File: config.mk
export PLATFORM = sky130hd
export DESIGN_NAME = wb_commit_stage_flat
export DESIGN_NICKNAME = d
export VERILOG_FILES = /design/src/rtl/wb_commit_stage_pkg.sv /design/src/rtl/wb_commit_stage_if.sv /design/src/rtl/wb_load_align.sv /design/src/rtl/wb_commit_stage.sv /design/src/flat_wrapper.sv
export SDC_FILE = /design/constraint.sdc
export NUM_CORES = 1
export LEC_CHECK = 0
export ABC_AREA = 1
export CAP_MARGIN = 20
export CORE_ASPECT_RATIO = 1.25
export CORE_MARGIN = 2
export CORE_UTILIZATION = 40
export CTS_BUF_LIST = sky130_fd_sc_hd__clkbuf_8 sky130_fd_sc_hd__clkbuf_16
export DETAILED_ROUTE_END_ITERATION = 16
export PLACE_DENSITY = 0.89
export SETUP_SLACK_MARGIN = 0.15
export SLEW_MARGIN = 20
export SYNTH_ARGS = -nofsm -noshare
export SYNTH_HDL_FRONTEND = slang
export SYNTH_SLANG_ARGS = --single-unit
File: constraint.sdc
create_clock -name clk -period 3.8 [get_ports clk]
set_input_delay 0.38 -clock clk [delete_from_list [all_inputs] [get_ports clk]]
set_output_delay 0.38 -clock clk [all_outputs]
set_load 0.03 [all_outputs]
File: src/rtl/wb_commit_stage_pkg.sv
// Shared definitions for the write-back commit stage: control-byte bit
// positions and the load funct3 encodings understood by the load aligner.
package wb_pkg;

  localparam int CTL_REG_WRITE  = 0;
  localparam int CTL_MEM_TO_REG = 1;
  localparam int CTL_VALID      = 2;
  localparam int CTL_F3_LSB     = 3;

  typedef enum logic [2:0] {
    LB  = 3'b000,
    LH  = 3'b001,
    LW  = 3'b010,
    LBU = 3'b100,
    LHU = 3'b101
  } load_f3_e;

endpackage

File: src/rtl/wb_commit_stage_if.sv
// MEM->WB boundary bundle: pipeline-register outputs into the commit stage
// and the register-file write / forwarding / status outputs back out.
// master = upstream pipeline + consumers, slave = commit stage.
interface wb_commit_if #(
  parameter int size     = 32,
  parameter int REG_ADDR = 5
);
  logic [size-1:0]     ex_stage_result_i;
  logic [size-1:0]     mem_stage_result_i;
  logic [7:0]          control_signal_i;
  logic [REG_ADDR-1:0] rd_addr_i;
  logic                flush_i;

  logic                rf_we_o;
  logic [REG_ADDR-1:0] rf_waddr_o;
  logic [size-1:0]     rf_wdata_o;
  logic                fwd_valid_o;
  logic [REG_ADDR-1:0] fwd_addr_o;
  logic [size-1:0]     fwd_data_o;
  logic                misalign_o;
  logic [63:0]         instret_o;

  modport master (
    output ex_stage_result_i, mem_stage_result_i, control_signal_i, rd_addr_i, flush_i,
    input  rf_we_o, rf_waddr_o, rf_wdata_o, fwd_valid_o, fwd_addr_o, fwd_data_o,
           misalign_o, instret_o
  );

  modport slave (
    input  ex_stage_result_i, mem_stage_result_i, control_signal_i, rd_addr_i, flush_i,
    output rf_we_o, rf_waddr_o, rf_wdata_o, fwd_valid_o, fwd_addr_o, fwd_data_o,
           misalign_o, instret_o
  );
endinterface

File: src/rtl/wb_load_align.sv
// Combinational load aligner: picks the byte/half addressed by addr_i out of
// the raw memory word, sign- or zero-extends it, and flags misalignment.
// Unknown funct3 values yield 0 and are never reported misaligned.
module wb_load_align
  import wb_pkg::*;
#(
  parameter int size = 32
) (
  input  logic [size-1:0] word_i,
  input  logic [1:0]      addr_i,
  input  logic [2:0]      funct3_i,
  output logic [size-1:0] data_o,
  output logic            misaligned_o
);

  function automatic logic [size-1:0] ext8(input logic [7:0] b, input logic sgn);
    return {{(size-8){sgn & b[7]}}, b};
  endfunction

  function automatic logic [size-1:0] ext16(input logic [15:0] h, input logic sgn);
    return {{(size-16){sgn & h[15]}}, h};
  endfunction

  logic [7:0]  byte_sel;
  logic [15:0] half_sel;

  // Lane selection by byte address
  always_comb begin
    byte_sel = word_i[7:0];
    case (addr_i)
      2'd0:    byte_sel = word_i[7:0];
      2'd1:    byte_sel = word_i[15:8];
      2'd2:    byte_sel = word_i[23:16];
      default: byte_sel = word_i[31:24];
    endcase
    half_sel = addr_i[1] ? word_i[31:16] : word_i[15:0];
  end

  // Extension and misalignment detection per load type
  always_comb begin
    data_o       = '0;
    misaligned_o = 1'b0;
    case (load_f3_e'(funct3_i))
      LB:  data_o = ext8(byte_sel, 1'b1);
      LBU: data_o = ext8(byte_sel, 1'b0);
      LH: begin
        data_o       = ext16(half_sel, 1'b1);
        misaligned_o = addr_i[0];
      end
      LHU: begin
        data_o       = ext16(half_sel, 1'b0);
        misaligned_o = addr_i[0];
      end
      LW: begin
        data_o       = word_i;
        misaligned_o = (addr_i != 2'd0);
      end
      default: begin
        data_o       = '0;
        misaligned_o = 1'b0;
      end
    endcase
  end

endmodule

File: src/rtl/wb_commit_stage.sv
// Write-back commit stage: decodes the MEM->WB control byte, selects the
// write-back value, registers the register-file write port, keeps a sticky
// last-write forwarding register and pulses misalign_o on dropped loads.
// Optional retired-instruction counter enabled by defining WB_INSTRET_EN;
// otherwise instret_o is tied to zero and no counter flops exist.
module wb_commit_stage
  import wb_pkg::*;
#(
  parameter int size     = 32,
  parameter int REG_ADDR = 5
) (
  input  logic       clk,
  input  logic       reset,
  wb_commit_if.slave bus
);

  logic                reg_write;
  logic                mem_to_reg;
  logic                instr_valid;
  logic [2:0]          funct3;
  logic                ctl_unused;
  logic [size-1:0]     load_data;
  logic                load_mis;

  logic                mis_d;
  logic                we_d;
  logic [size-1:0]     wdata_d;
  logic                retire_d;

  logic                rf_we_q;
  logic [REG_ADDR-1:0] rf_waddr_q;
  logic [size-1:0]     rf_wdata_q;
  logic                misalign_q;
  logic                fwd_valid_q;
  logic [REG_ADDR-1:0] fwd_addr_q;
  logic [size-1:0]     fwd_data_q;

  assign reg_write   = bus.control_signal_i[CTL_REG_WRITE];
  assign mem_to_reg  = bus.control_signal_i[CTL_MEM_TO_REG];
  assign instr_valid = bus.control_signal_i[CTL_VALID];
  assign funct3      = bus.control_signal_i[CTL_F3_LSB +: 3];
  assign ctl_unused  = ^bus.control_signal_i[7:6];

  wb_load_align #(.size(size)) u_align (
    .word_i       (bus.mem_stage_result_i),
    .addr_i       (bus.ex_stage_result_i[1:0]),
    .funct3_i     (funct3),
    .data_o       (load_data),
    .misaligned_o (load_mis)
  );

  // Next-state decode: a flush masks both the write and the misalign report
  always_comb begin
    mis_d    = mem_to_reg & load_mis & ~bus.flush_i;
    we_d     = reg_write & ~bus.flush_i & ~mis_d & (bus.rd_addr_i != '0);
    wdata_d  = mem_to_reg ? load_data : bus.ex_stage_result_i;
    retire_d = instr_valid & ~bus.flush_i & ~mis_d;
  end

  // Register-file port and forwarding register; forwarding updates only on
  // real writes so it stays sticky across bubbles, flushes and x0 targets
  always_ff @(posedge clk) begin
    if (!reset) begin
      rf_we_q     <= 1'b0;
      rf_waddr_q  <= '0;
      rf_wdata_q  <= '0;
      misalign_q  <= 1'b0;
      fwd_valid_q <= 1'b0;
      fwd_addr_q  <= '0;
      fwd_data_q  <= '0;
    end else begin
      rf_we_q    <= we_d;
      rf_waddr_q <= bus.rd_addr_i;
      rf_wdata_q <= wdata_d;
      misalign_q <= mis_d;
      if (we_d) begin
        fwd_valid_q <= 1'b1;
        fwd_addr_q  <= bus.rd_addr_i;
        fwd_data_q  <= wdata_d;
      end
    end
  end

  assign bus.rf_we_o     = rf_we_q;
  assign bus.rf_waddr_o  = rf_waddr_q;
  assign bus.rf_wdata_o  = rf_wdata_q;
  assign bus.misalign_o  = misalign_q;
  assign bus.fwd_valid_o = fwd_valid_q;
  assign bus.fwd_addr_o  = fwd_addr_q;
  assign bus.fwd_data_o  = fwd_data_q;

`ifdef WB_INSTRET_EN
  logic [63:0] instret_q;

  // Retired-instruction counter, wraps naturally at 2^64
  always_ff @(posedge clk) begin
    if (!reset) instret_q <= '0;
    else if (retire_d) instret_q <= instret_q + 64'd1;
  end

  assign bus.instret_o = instret_q;
`else
  logic retire_unused;
  assign retire_unused = retire_d;
  assign bus.instret_o = 64'd0;
`endif

endmodule

File: src/flat_wrapper.sv
// flat-port wrapper written by rule: the top's interface ports become plain ports
module wb_commit_stage_flat import wb_pkg::*;
#(
  parameter int size     = 32,
  parameter int REG_ADDR = 5
)
  (clk, reset, bus_ex_stage_result_i, bus_mem_stage_result_i, bus_control_signal_i, bus_rd_addr_i, bus_flush_i, bus_rf_we_o, bus_rf_waddr_o, bus_rf_wdata_o, bus_fwd_valid_o, bus_fwd_addr_o, bus_fwd_data_o, bus_misalign_o, bus_instret_o);
  wb_commit_if #(.size(size), .REG_ADDR(REG_ADDR)) bus_i ();
  input  logic clk;
  input  logic reset;
  input wire logic [$bits(bus_i.ex_stage_result_i)-1:0] bus_ex_stage_result_i;
  input wire logic [$bits(bus_i.mem_stage_result_i)-1:0] bus_mem_stage_result_i;
  input wire logic [$bits(bus_i.control_signal_i)-1:0] bus_control_signal_i;
  input wire logic [$bits(bus_i.rd_addr_i)-1:0] bus_rd_addr_i;
  input wire logic [$bits(bus_i.flush_i)-1:0] bus_flush_i;
  output wire logic [$bits(bus_i.rf_we_o)-1:0] bus_rf_we_o;
  output wire logic [$bits(bus_i.rf_waddr_o)-1:0] bus_rf_waddr_o;
  output wire logic [$bits(bus_i.rf_wdata_o)-1:0] bus_rf_wdata_o;
  output wire logic [$bits(bus_i.fwd_valid_o)-1:0] bus_fwd_valid_o;
  output wire logic [$bits(bus_i.fwd_addr_o)-1:0] bus_fwd_addr_o;
  output wire logic [$bits(bus_i.fwd_data_o)-1:0] bus_fwd_data_o;
  output wire logic [$bits(bus_i.misalign_o)-1:0] bus_misalign_o;
  output wire logic [$bits(bus_i.instret_o)-1:0] bus_instret_o;
  assign bus_i.ex_stage_result_i = bus_ex_stage_result_i;
  assign bus_i.mem_stage_result_i = bus_mem_stage_result_i;
  assign bus_i.control_signal_i = bus_control_signal_i;
  assign bus_i.rd_addr_i = bus_rd_addr_i;
  assign bus_i.flush_i = bus_flush_i;
  assign bus_rf_we_o = bus_i.rf_we_o;
  assign bus_rf_waddr_o = bus_i.rf_waddr_o;
  assign bus_rf_wdata_o = bus_i.rf_wdata_o;
  assign bus_fwd_valid_o = bus_i.fwd_valid_o;
  assign bus_fwd_addr_o = bus_i.fwd_addr_o;
  assign bus_fwd_data_o = bus_i.fwd_data_o;
  assign bus_misalign_o = bus_i.misalign_o;
  assign bus_instret_o = bus_i.instret_o;
  wb_commit_stage #(.size(size), .REG_ADDR(REG_ADDR)) u_core (.clk(clk), .reset(reset), .bus(bus_i));
endmodule
* Word-level counts from Yosys, hierarchy flattened
Index checks and enable logic that the tools add are counted.
Cells by class: order comparisons 0, eq/ne operators 6, add/sub/neg operators 0, reductions and logical operators 5, bitwise operators 7, multiplexer cells 5, multipliers 0, shifts and indexed selects 0, divide/modulo/power cells 0
Operators by type and width (count):
- 32-bit case mux with 5 select lines | 1
- 32-bit 2-to-1 mux | 1
- 8-bit case mux with 3 select lines | 1
- 16-bit 2-to-1 mux | 1
- 3-bit == test (second input constant) | 2
- 1-bit bitwise AND | 5
- 5-bit nonzero test | 1
- 3-bit by 1-bit == test with 1-bit output (second input constant) | 1
- 3-bit by 2-bit == test with 1-bit output (second input constant) | 1
- 3-bit zero test | 1
- 2-bit by 1-bit == test with 1-bit output (second input constant) | 1
- 2-bit == test (second input constant) | 1
- 2-bit zero test | 1
- 1-bit inverter | 2
- 1-bit case mux with 2 select lines | 1
- 2-bit nonzero test | 1
- 2-bit OR reduction | 1
Word-level totals: memory bits (read-only) 0, logic and storage cells 30, bits in writable memories 0, register bits after elaboration 77, memories kept 0, latch bits 0, bits of input ports 80, output and inout bits 141

* Depth between registers and ports, before layout
Gate-level depths: netlist of the first run.
word-level depth 8, gate-level depth with buffers 13, depth with buffers taken out 11

* By module
From an unflattened synthesis of the first run, not the netlist that was laid out.
Second synthesis, totals: cells, all modules 770, area, all modules 4709.5 µm²
Modules (own cells, without submodules):
- wb_commit_stage | sequential area each 1541.5 µm², times used 1, cells an instance 536, area an instance 3727.3 µm²
- wb_load_align | sequential area each 0.0 µm², times used 1, cells an instance 234, area an instance 982.2 µm²

* Worst setup path after synthesis of the first run
No wires, ideal clock.
kind input to register, start input bus_ex_stage_result_i[1], end register u_core.fwd_data_q[11] (netlist: u_core.bus.fwd_data_o[11]), cell stages on the path 12, path slack 2.323 ns, arrival 1.368 ns, library setup time 0.109 ns, buffers on the path 3, path through buf_2 > inv_2 > buf_6 > nand2_1 > nand3_1 > nand3_2 > buf_4 > nand2_1 > nand2_1 > nand3_1 > nand2_1 > inv_1
Between the ends: cells in the longest elaborated chain, start to end 7, elaborated cells between the ends (all ways) 14, those cells by class eq/ne (2); mux (5); bitwise (5); reduce/logical (2)
Ends and longest elaborated chain:
- from (decl) | line flat_wrapper.sv:11 | input wire logic [$bits(bus_i.ex_stage_result_i)-1:0] bus_ex_stage_result_i;
- 2-bit nonzero test | line wb_load_align.sv:56 | misaligned_o = (addr_i != 2'd0);
- 1-bit case mux with 2 select lines | line wb_load_align.sv:43 | case (load_f3_e'(funct3_i))
- 1-bit bitwise AND (2 in series) | line wb_commit_stage.sv:54 | mis_d = mem_to_reg & load_mis & ~bus.flush_i;
- 1-bit inverter | line wb_commit_stage.sv:55 | we_d = reg_write & ~bus.flush_i & ~mis_d & (bus.rd_addr_i != '0);
- 1-bit bitwise AND (2 in series) | line wb_commit_stage.sv:55
- to (signal assigned) | line wb_commit_stage.sv:79 | fwd_data_q <= wdata_d;
- to (decl) | line wb_commit_stage.sv:36 | logic [size-1:0] fwd_data_q;
Several ways; a longest one is shown, not always the timed one. A chain may end at the register's enable or synchronous reset.

* Worst setup path in the final report of the first run
start input bus_control_signal_i[4], end register u_core.fwd_data_q[20] (netlist: u_core.bus.fwd_data_o[20])
Between the ends: cells in the longest elaborated chain, start to end 8, elaborated cells between the ends (all ways) 14, those cells by class eq/ne (4); mux (3); bitwise (5); reduce/logical (2)
Ends and longest elaborated chain:
- from (decl) | line flat_wrapper.sv:13 | input wire logic [$bits(bus_i.control_signal_i)-1:0] bus_control_signal_i;
- 3-bit == test or 3-bit by 1-bit == test with 1-bit output (tied branches) | line wb_load_align.sv:43
- 2-bit OR reduction (no source line)
- 1-bit case mux with 2 select lines | line wb_load_align.sv:43
- 1-bit bitwise AND (2 in series) | line wb_commit_stage.sv:54
- 1-bit inverter | line wb_commit_stage.sv:55
- 1-bit bitwise AND (2 in series) | line wb_commit_stage.sv:55
Several ways; a longest one is shown, not always the timed one.

==> results of run 1 <==
-- Yosys cell counts --
cell type  instances
inv_1            114
nand2_2            7
buf_2             12
nand2_4            1
a21oi_2            7
nor2_2             3
nor2_8             1
dfxtp_1           77
buf_4             69
o21a_1             1
nor2_1            50
clkinv_1           2
nand3_4            1
nor3_2             1
clkbuf_1          12
a21oi_1           60
o21ai_0            4
buf_12             1
nand3_1           78
buf_8              1
buf_6              4
nand3_2            1
nand2_1          217
nor2_4             2
inv_2              4
nand4_1            1
buf_1              1
conb_1             1
-- cells by family after synthesis --
group,Yosys count,share of synthesized area [%]
compound gates,72,8.378
buf+inv,220,24.92
flops,77,33.19
simple gates,363,33.43
other cells,1,0.08074
-- through the flow --
stage / setup slack (ns) / instance area (um2)
4_1_cts: 1.109 / 6255
3_5_place_dp: 0.7713 / 5926
2_1_floorplan: 2.323 / 4881
6_report: 1.163 / 6255
3_3_place_gp: 0.7954 / 5923
5_1_grt: 0.9467 / 6255
-- final cells by class --
| type | instances | area (um2) |
|---|---|---|
| fillers | 1109 | 5196 |
| multi-input cells | 499 | 2182 |
| repair buffers | 159 | 1577 |
| flip-flops and latches | 77 | 1541 |
| inverters | 120 | 452.9 |
| clock buffers | 9 | 225.2 |
| well taps | 138 | 172.7 |
| clock inverters | 6 | 103.9 |
-- path summary, 6_finish.rpt --
check,startpoint,end,slack (ns),cells after the start
max,bus_control_signal_i[4],u_core.bus.fwd_data_o[20],1.16,10
min,u_core.bus.fwd_addr_o[0],u_core.bus.fwd_addr_o[0],0.48,2
max reg2reg,u_core.bus.fwd_data_o[20],u_core.bus.fwd_data_o[20],3.06,4
min reg2reg,u_core.bus.fwd_addr_o[0],u_core.bus.fwd_addr_o[0],0.48,2
-- critical path, cell delays in order --
cell	delay, ns
clkdlybuf4s50_1	0.84
nor2_8	0.16
nand2_2	0.10
nand2_2	0.06
nand2_2	0.11
nand3_4	0.26
inv_2	0.61
nand3_1	0.17
nand2_1	0.11
inv_1	0.05
-- registers in the layout (all words and copies together) (netlist names) --
name                    count
u_core.bus.fwd_data_o      32
u_core.bus.rf_we_o          1
u_core.bus.rf_waddr_o       5
u_core.bus.misalign_o       1
u_core.bus.fwd_valid_o      1
u_core.bus.fwd_addr_o       5
u_core.bus.rf_wdata_o      32
-- per-layer routing --
metal	global-route usage (%)	vias to the layer above
met5	0	-
met4	11.44	0
met3	5.387	32
met2	36.28	204
met1	23.27	2056
li1	-	2349
-- power breakdown --
| part | total (mW) | switching, mW | internal, mW |
|---|---|---|---|
| logic | 0.636 | 0.405 | 0.231 |
| clock network | 0.958 | 0.325 | 0.633 |
| registers | 0.880 | 0.0203 | 0.860 |
==> results by group, run 1 <==
Outcome
  • Outcome: completed

Worst setup path
  • Critical-path maximum fanout: 36
  • Setup CP Type: primary input to flop
  • CP endpoint kind: flop
  • CP arrival: 2.87 ns
  • WP data required: 4.03 ns
  • CP startpoint kind: primary input

Yosys
  • Share of the synthesized area in the top cell type: 33.19%
  • Yosys reg bits: 77
  • Synth warn: 0
  • Register area share after synthesis: 33.19%
  • Synth area leaders: dfxtp_1 (33%), nand2_1 (18%), buf_4 (11%), inv_1 (9.2%), nand3_1 (8.4%)
  • Synth unique cells: 28
  • Cell Area, Synth: 4644 um2
  • Syn Area/Cell: 6.336 um2
  • Synth area leader: dfxtp_1
  • Synth Instances: 733

Die
  • Die Ht: 124.5 um
  • Starting Density: 40.56%
  • Core Area: 11,450 um2
  • Die Area: 12,490 um2
  • Boundary Pins: 221
  • Core Rows: 44
  • Die Wd: 100.4 um

Routing
  • DRT Wirelength: 13.15 mm
  • Max Used Layer: met4
  • DRT antenna net count: 0
  • Drt first pass iters: 7
  • DR vias/cell: 4.604
  • Post-route DRC: 0
  • Met3 wire length: 854 um
  • Initial DRC count: 204
  • DR vias: 4,641
  • WL/cell: 13.05 um
  • DR WL met2: 6.513 mm
  • M1 wire length: 5.251 mm

CTS
  • Hold Buf Count CTS: 0
  • CTS tree: done
  • CTS max path bufs: 2
  • Post-CTS Setup Bufs: 0
  • Clock Latency Late Sink: 0.33 ns
  • CTS Buf Count: 9
  • Worst-path clk slew: 0.06 ns
  • CTS sink count: 77
  • Cts repair resizes: 0
  • # H-tree levels: 3
  • Root Buffer: clkbuf_16

Worst hold path
  • Hold/Removal Path Class: flop to flop

Finish
  • Most frequent cells in the layout: nand2_1 (217), clkdlybuf4s50_1 (153), inv_1 (115), nand3_1 (78), dfxtp_1 (77)
  • Share of cells above drive strength 1: 5.632%
  • Commonest non-fill, non-tap cell in the layout: nand2_1
  • Antenna diodes: 0
  • Layout Utilization: 54.62%
  • Final cell count without fillers: 1,008
  • Area delta synth->final: 34.67%
  • Final net count: 946

Timing
  • Final Hold Vio Count: 0
  • Worst slew margin: 52.86%
  • RSZ-0062 raised after global routing: no
  • Post-route clock period utilization: 69.39%
  • Max Clock Freq: 0.3792 GHz
  • Worst hold margin: 0.4802 ns
  • Setup TNS: 0 ns
  • Worst slew pin tran: 0.7071 ns
  • Clock skew: 0 ns
  • Final Setup Violations: 0
  • Fin crit period: 2.637 ns
  • Final Max Tran Viols: 0

Job
  • Maxcap violations: 0

Power
  • Leak: 3.156 nW
  • Worst vdd ir: 0.2029 mV
  • Power Total: 2.474 mW
  • Pwr dens: 395.5 nW/um2

Global route
  • Initial antenna violation count: 0
  • GRT overflow: 0
  • Gr usage total: 21.07%
  • Via count of the first global-routing pass: 4,362
  • First-pass GRT wire length: 20.80 mm
  • Largest net degree at the start of global routing: 69

Placed design
  • DP HPWL: 9.616 mm
  • Gp weighted congestion: 0.9599
  • Port bufs: 153
  • Placed insts: 993
Power figures use the tool's default switching activity.
==> run 2: changes to the inputs <==
--- a/config.mk
+++ b/config.mk
@@ -9,10 +9,10 @@
 export CAP_MARGIN = 20
 export CORE_ASPECT_RATIO = 1.25
 export CORE_MARGIN = 2
-export CORE_UTILIZATION = 40
+export CORE_UTILIZATION = 38
 export CTS_BUF_LIST = sky130_fd_sc_hd__clkbuf_8 sky130_fd_sc_hd__clkbuf_16
 export DETAILED_ROUTE_END_ITERATION = 16
-export PLACE_DENSITY = 0.89
+export PLACE_DENSITY = 0.88
 export SETUP_SLACK_MARGIN = 0.15
 export SLEW_MARGIN = 20
 export SYNTH_ARGS = -nofsm -noshare
==> constraint.sdc (replaced) <==
create_clock -name clk -period 2.3 [get_ports clk]
set_input_delay 0.23 -clock clk [delete_from_list [all_inputs] [get_ports clk]]
set_output_delay 0.23 -clock clk [all_outputs]
set_load 0.03 [all_outputs]
==> run 2 against run 1 <==
Against the previous run: clock power rose by 66%; largest power group unchanged; clock skew is the same; combinational power up 68%; design area up 1.9%; clock-buffer cell count did not move; non-clock buffer count rose by 10; first-iteration DRC count rose by 42%; flip-flop and latch count unchanged; total power is 66% higher.
==> results by group, run 2 (synthesis results as in run 1) <==
Timing
  • Final Hold Vio Count: 0 (unchanged)
  • Clock skew: 0 ns (unchanged)
  • Final Max Tran Viols: 0 (unchanged)
  • RSZ-0062 raised after global routing: no
  • Worst setup margin: 0.3310 ns (-0.8321 ns)
  • Max Clock Freq: 0.5079 GHz
  • Final Setup Violations: 0 (unchanged)
  • Post-route clock period utilization: 85.61%
  • Fin crit period: 1.969 ns

Power
  • Clock Power Share: 38.7% (about the same)
  • Logic pwr share: 26.0% (+0.3 points)
  • Seq pwr share: 35.4% (-0.2 points)
  • Worst vdd ir: 0.3956 mV (+95%)
  • Internal power: 2.863 mW (+66%)
  • Sw Ratio: 30.39% (+0.082 points)
  • Pwr dens: 645.2 nW/um2 (+63%)
  • Switch Pwr: 1.250 mW (+67%)
  • Leak: 3.208 nW (+1.6%)

Routing
  • Post-route DRC: 0 (unchanged)
  • DR vias/cell: 4.504 (-2.2%)
  • WL/cell: 12.76 um (-2.2%)
  • Initial DRC count: 290 (+42%)
  • DR vias: 4,702 (+1.3%)
  • DRT Wirelength: 13.33 mm (+1.3%)
  • Drt first pass iters: 5 (-2)
  • DRT antenna net count: 0 (unchanged)

Finish
  • Fillers: 1,170 (+5.5%)
  • Commonest non-fill, non-tap cell in the layout: nand2_1
  • Multi-input logic area: 2182 um2 (unchanged)
  • Most frequent cells in the layout: nand2_1 (217), clkdlybuf4s50_1 (153), inv_1 (116), nand3_1 (78), dfxtp_1 (77)
  • Final cell count without fillers: 1,044 (+3.6%)
  • Sequential cell area: 1541 um2 (unchanged)
  • Share of cells above drive strength 1: 6.591% (+0.96 points)
  • Antenna diodes: 0 (unchanged)
  • Area delta synth->final: 37.23%
  • Final net count: 956 (+1.1%)

Outcome
  • Outcome: completed

Worst hold path
  • Min-Delay Startpoint: u_core.bus.fwd_addr_o[1]
  • Hold worst-path end: u_core.bus.fwd_addr_o[1]
  • Hold/Removal Path Class: flop to flop
  • Hold Path Stages: 2 (unchanged)

Worst setup path
  • CP endpoint kind: flop
  • Most frequent CP cell: nand2_1
  • Max stage delay on crit path: 0.61 ns (-0.23 ns)
  • Worst path bufs/invs: 3 (unchanged)
  • Worst-path cell chain: clkdlybuf4s50_1 -> nor2_2 -> inv_2 -> nor2_2 -> nand3_2 -> nand2_1 -> nand2_1 -> nand3_1 -> nand2_1 -> inv_1
  • Reg2Reg Setup Slack: 1.61 ns (-1.45 ns)
  • CP arrival: 2.25 ns (-0.62 ns)
  • Stages on worst setup path: 10 (unchanged)
  • R2R Path Start: u_core.bus.fwd_data_o[20]
  • CP max stage cell: clkdlybuf4s50_1
  • Top Family by Delay on Critical Path: simple AND/OR/NAND/NOR gates
  • Setup CP Type: primary input to flop
  • Reg2reg end: u_core.bus.fwd_data_o[20]
  • WP data required: 2.58 ns (-1.45 ns)
  • R2R depth: 4 (unchanged)
  • CP startpoint kind: primary input
  • Critical-path maximum fanout: 24 (-33%)

Die
  • Die Wd: 102.9 um (+2.5%)
  • Die Area: 13,130 um2 (+5.1%)
  • Starting Density: 38.55% (-2.0 points)
  • Die Ht: 127.6 um (+2.5%)
  • Boundary Pins: 221 (unchanged)
  • Core Rows: 45 (+2.3%)
  • Core Area: 12,050 um2 (+5.2%)

CTS
  • CTS sink count: 77 (unchanged)
  • Cts repair resizes: 0 (unchanged)
  • # H-tree levels: 3 (unchanged)
  • CTS Buf Count: 9 (unchanged)
  • CTS tree: done
  • Clock Latency Late Sink: 0.33 ns (about the same)
  • CTS max path bufs: 2 (unchanged)
  • Worst-path clk slew: 0.06 ns (about the same)
  • Root Buffer: clkbuf_16
  • Hold Buf Count CTS: 0 (unchanged)
  • Post-CTS Setup Bufs: 0 (unchanged)

Global route
  • Largest net degree at the start of global routing: 41 (-41%)
  • Initial antenna violation count: 0 (unchanged)
  • Gr usage total: 20.35% (-0.72 points)
  • GRT overflow: 0 (unchanged)
  • First-pass GRT wire length: 20.71 mm (-0.40%)
  • Via count of the first global-routing pass: 4,309 (-1.2%)

Placed design
  • DP HPWL: 10.06 mm (+4.6%)
  • Gp weighted congestion: 0.9995 (+4.1%)
  • Placed insts: 1,029 (+3.6%)
  • Pre-CTS WS: -0.01672 ns (-0.7880 ns)
  • Port bufs: 153 (unchanged)

Job
  • Maxcap violations: 0 (unchanged)
-- run 2: changes by cell type in the layout (fill, tap and decap cells not counted), sizes merged --
cell / change
buf: +10
clkinv: -2
clkinvlp: +1
inv: +1
-- run 2: worst min-delay path, stage by stage, from the launching register on --
cell,delay [ns]
dfxtp_1,0.31
nand2_2,0.07
a21oi_2,0.05
-- run 2: area by class of cell --
cell class	instances	share of cell area, %
clock buffers	9	3.534
well taps	164	3.219
clock inverters	6	1.649
repair buffers	169	26.11
inverters	120	7.067
multi-input cells	499	34.24
flip-flops and latches	77	24.19
-- run 2: per-layer routing --
metal / up-vias / track usage [%] / part of all wire (%)
li1: 2371 / - / -
met1: 2098 / 23.39 / 40
met2: 206 / 35.26 / 50
met3: 27 / 5.088 / 7.1
met4: 0 / 8.669 / 2.9
met5: - / 0 / 0
-- run 2: through the flow --
step | setup TNS [ns] | utilization, % | hold WS (ns) | cell area [um2] | total power [mW]
4_1_cts | 0 | 52.90 | 0.4667 | 6374 | 4.139
3_3_place_gp | 0 | 50.16 | 0.4467 | 6043 | 2.535
6_report | 0 | 52.90 | 0.4709 | 6374 | 4.112
2_1_floorplan | 0 | - | 0.3235 | 4881 | 2.235
3_5_place_dp | -0.01672 | 50.16 | 0.4599 | 6043 | 2.547
5_1_grt | 0 | 52.90 | 0.4919 | 6374 | 4.304
-- run 2: worst max path at each step --
stage	to	startpoint	slack, ns
6_report	u_core.bus.fwd_data_o[18]	bus_control_signal_i[4]	0.33
5_1_grt	u_core.bus.fwd_data_o[14]	bus_control_signal_i[4]	0.18
2_1_floorplan	u_core.bus.fwd_data_o[11]	bus_ex_stage_result_i[1]	0.97
3_3_place_gp	u_core.bus.fwd_data_o[18]	bus_control_signal_i[4]	0.04
4_1_cts	u_core.bus.fwd_data_o[18]	bus_control_signal_i[4]	0.35
3_5_place_dp	u_core.bus.fwd_data_o[18]	bus_control_signal_i[4]	-0.02
-- run 2: power groups by stage --
stage	combinational, mW	clock, mW	sequential, mW
floorplan	0.580	0	1.65
global placement	1.05	0	1.48
detailed placement	1.06	0	1.48
CTS	1.07	1.61	1.46
global route	1.16	1.68	1.46
finish	1.07	1.59	1.46
==> run 3: changes to the inputs <==
--- a/config.mk
+++ b/config.mk
@@ -9,10 +9,10 @@
 export CAP_MARGIN = 20
 export CORE_ASPECT_RATIO = 1.25
 export CORE_MARGIN = 2
-export CORE_UTILIZATION = 38
+export CORE_UTILIZATION = 40
 export CTS_BUF_LIST = sky130_fd_sc_hd__clkbuf_8 sky130_fd_sc_hd__clkbuf_16
 export DETAILED_ROUTE_END_ITERATION = 16
-export PLACE_DENSITY = 0.88
+export PLACE_DENSITY = 0.89
 export SETUP_SLACK_MARGIN = 0.15
 export SLEW_MARGIN = 20
 export SYNTH_ARGS = -nofsm -noshare
==> constraint.sdc (replaced) <==
create_clock -name clk -period 2.1 [get_ports clk]
set_input_delay 0.21 -clock clk [delete_from_list [all_inputs] [get_ports clk]]
set_output_delay 0.21 -clock clk [all_outputs]
set_load 0.03 [all_outputs]
==> run 3 against run 2 <==
Against the previous run: non-clock buffer count is 4 higher; wire length is 1.3% lower; design area is 0.53% higher; largest cell class unchanged; largest power group unchanged.
==> results by group, run 3 (synthesis results as in run 1) <==
Power
  • Pwr dens: 708.2 nW/um2 (+9.8%)
  • Switch Pwr: 1.357 mW (+8.6%)
  • Leak: 3.247 nW (+1.2%)
  • Sw Ratio: 29.90% (-0.49 points)
  • Worst vdd ir: 0.4651 mV (+18%)
  • Seq pwr share: 35.1% (-0.3 points)
  • Logic pwr share: 26.0% (about the same)
  • Clock Power Share: 38.9% (+0.2 points)
  • Internal power: 3.181 mW (+11%)

Timing
  • Final Hold Vio Count: 0 (unchanged)
  • Clock skew: 0 ns (unchanged)
  • Max Clock Freq: 0.5914 GHz
  • Final Max Tran Viols: 0 (unchanged)
  • Post-route clock period utilization: 80.51%
  • RSZ-0062 raised after global routing: no
  • Fin crit period: 1.691 ns
  • Final Setup Violations: 0 (unchanged)
  • Setup TNS: 0 ns (unchanged)

Finish
  • Most frequent cells in the layout: nand2_1 (217), clkdlybuf4s50_1 (153), inv_1 (116), nand3_1 (78), dfxtp_1 (77)
  • Final net count: 960 (+0.42%)
  • Share of cells above drive strength 1: 7.119% (+0.53 points)
  • Final cell count without fillers: 1,023 (-2.0%)
  • Fillers: 1,050 (-10%)
  • Area delta synth->final: 37.96%
  • Commonest non-fill, non-tap cell in the layout: nand2_1
  • Design area: 6407 um2 (+0.53%)
  • Sequential cell area: 1541 um2 (unchanged)
  • Layout Utilization: 55.96% (+3.1 points)
  • Multi-input logic area: 2182 um2 (unchanged)
  • Antenna diodes: 0 (unchanged)

CTS
  • Worst-path clk slew: 0.06 ns (about the same)
  • Post-CTS Setup Bufs: 0 (unchanged)
  • CTS sink count: 77 (unchanged)
  • CTS max path bufs: 2 (unchanged)
  • Cts repair resizes: 0 (unchanged)
  • Hold Buf Count CTS: 0 (unchanged)
  • CTS Buf Count: 9 (unchanged)
  • Clock Latency Late Sink: 0.34 ns (about the same)
  • CTS tree: done
  • Root Buffer: clkbuf_16
  • # H-tree levels: 3 (unchanged)

Routing
  • Post-route DRC: 0 (unchanged)
  • Drt first pass iters: 5 (unchanged)
  • WL/cell: 12.86 um (+0.73%)
  • DR vias: 4,623 (-1.7%)
  • Initial DRC count: 258 (-11%)
  • DRT Wirelength: 13.15 mm (-1.3%)
  • DRT antenna net count: 0 (unchanged)
  • DR vias/cell: 4.519 (+0.34%)

Worst setup path
  • Critical path endpoint: u_core.bus.fwd_data_o[17]
  • CP arrival: 1.98 ns (-0.27 ns)
  • CP endpoint kind: flop
  • Setup CP Type: primary input to flop
  • R2R depth: 4 (unchanged)
  • R2R Path Start: u_core.bus.fwd_data_o[25]
  • CP max stage cell: clkdlybuf4s50_1
  • Stages on worst setup path: 11 (+1)
  • Critical path startpoint: bus_ex_stage_result_i[1]
  • Critical-path maximum fanout: 16 (-33%)
  • WP data required: 2.39 ns (-0.19 ns)
  • Reg2reg end: u_core.bus.fwd_data_o[25]
  • Reg2Reg Setup Slack: 1.39 ns (-0.22 ns)
  • Max stage delay on crit path: 0.67 ns (+0.06 ns)
  • Top Family by Delay on Critical Path: simple AND/OR/NAND/NOR gates
  • Worst path bufs/invs: 3 (unchanged)
  • CP startpoint kind: primary input
  • Most frequent CP cell: nand2_1
  • Worst-path cell chain: clkdlybuf4s50_1 -> inv_2 -> nand2_1 -> nand2_1 -> nor2_4 -> nor2_1 -> nand2_1 -> nand2_1 -> nand3_1 -> nand2_1 -> inv_1

Die
  • Core Rows: 44 (-2.2%)
  • Die Wd: 100.4 um (-2.4%)
  • Core Area: 11,450 um2 (-5.0%)
  • Die Ht: 124.5 um (-2.5%)
  • Die Area: 12,490 um2 (-4.8%)
  • Starting Density: 40.56% (+2.0 points)
  • Boundary Pins: 221 (unchanged)

Global route
  • GRT overflow: 0 (unchanged)
  • Gr usage total: 20.62% (+0.28 points)
  • Largest net degree at the start of global routing: 39 (-4.9%)
  • Via count of the first global-routing pass: 4,107 (-4.7%)
  • Initial antenna violation count: 0 (unchanged)
  • First-pass GRT wire length: 20.31 mm (-1.9%)

Outcome
  • Outcome: completed

Worst hold path
  • Hold Path Stages: 3 (+1)
  • Hold/Removal Path Class: primary input to flop

Placed design
  • Placed insts: 1,007 (-2.1%)
  • Port bufs: 153 (unchanged)
  • DP HPWL: 10.01 mm (-0.48%)
  • Area after DPL: 6066 um2 (+0.37%)
  • Gp weighted congestion: 0.9645 (-3.5%)

Job
  • Maxcap violations: 0 (unchanged)
==> run 3: cell types whose count changed in the layout (fill, tap and decap cells not counted), sizes merged <==
cell	before	now
clkbuf	9	10
clkinv	1	2
buf	16	20
clkinvlp	1	0
==> run 3: cell type report <==
class | count | area share [%]
clock buffer | 10 | 3.730
clock inverter | 6 | 1.601
inverter | 120 | 7.030
multi-input combinational | 499 | 34.06
sequential | 77 | 24.06
tap | 138 | 2.695
timing repair buffer | 173 | 26.83
==> run 3: power by group through the flow <==
stage	clock network (mW)	registers, mW	logic [mW]
after floorplan	0	1.81	0.635
after global placement	0	1.62	1.16
after detailed placement	0	1.62	1.17
after CTS	1.80	1.59	1.18
after global routing	1.86	1.60	1.27
final	1.77	1.59	1.18
==> run 3: metal layers <==
metal	track usage (%)	part of all wire (%)
met1	23.18	39
met2	35.53	49
met3	6.004	7.9
met4	9.186	3.4
met5	0	0
==> run 3: metrics by stage <==
stage / setup slack, ns / power, mW / hold WS (ns)
6_report: 0.4092 / 4.538 / 0.4479
3_5_place_dp: 0.06302 / 2.796 / 0.4602
3_3_place_gp: 0.08704 / 2.784 / 0.4483
2_1_floorplan: 0.7926 / 2.448 / 0.3035
5_1_grt: 0.2205 / 4.730 / 0.4655
4_1_cts: 0.4123 / 4.577 / 0.4358
==> run 3: worst min path at each step <==
| stage | from | endpoint | slack, ns |
|---|---|---|---|
| 2_1_floorplan | bus_rd_addr_i[0] | u_core.bus.rf_waddr_o[0] | 0.30 |
| 4_1_cts | bus_ex_stage_result_i[16] | u_core.bus.rf_wdata_o[16] | 0.44 |
| 6_report | bus_rd_addr_i[2] | u_core.bus.rf_waddr_o[2] | 0.45 |
| 3_5_place_dp | u_core.bus.fwd_valid_o | u_core.bus.fwd_valid_o | 0.46 |
| 5_1_grt | bus_rd_addr_i[2] | u_core.bus.rf_waddr_o[2] | 0.47 |
| 3_3_place_gp | u_core.bus.fwd_valid_o | u_core.bus.fwd_valid_o | 0.45 |
==> run 3: worst reg2reg max path, delay by kind of cell, from the launching register on <==
family          cells  cell delay [ns]
buf+inv             2             0.11
compound gates      1             0.14
flops               1             0.35
simple gates        1             0.07
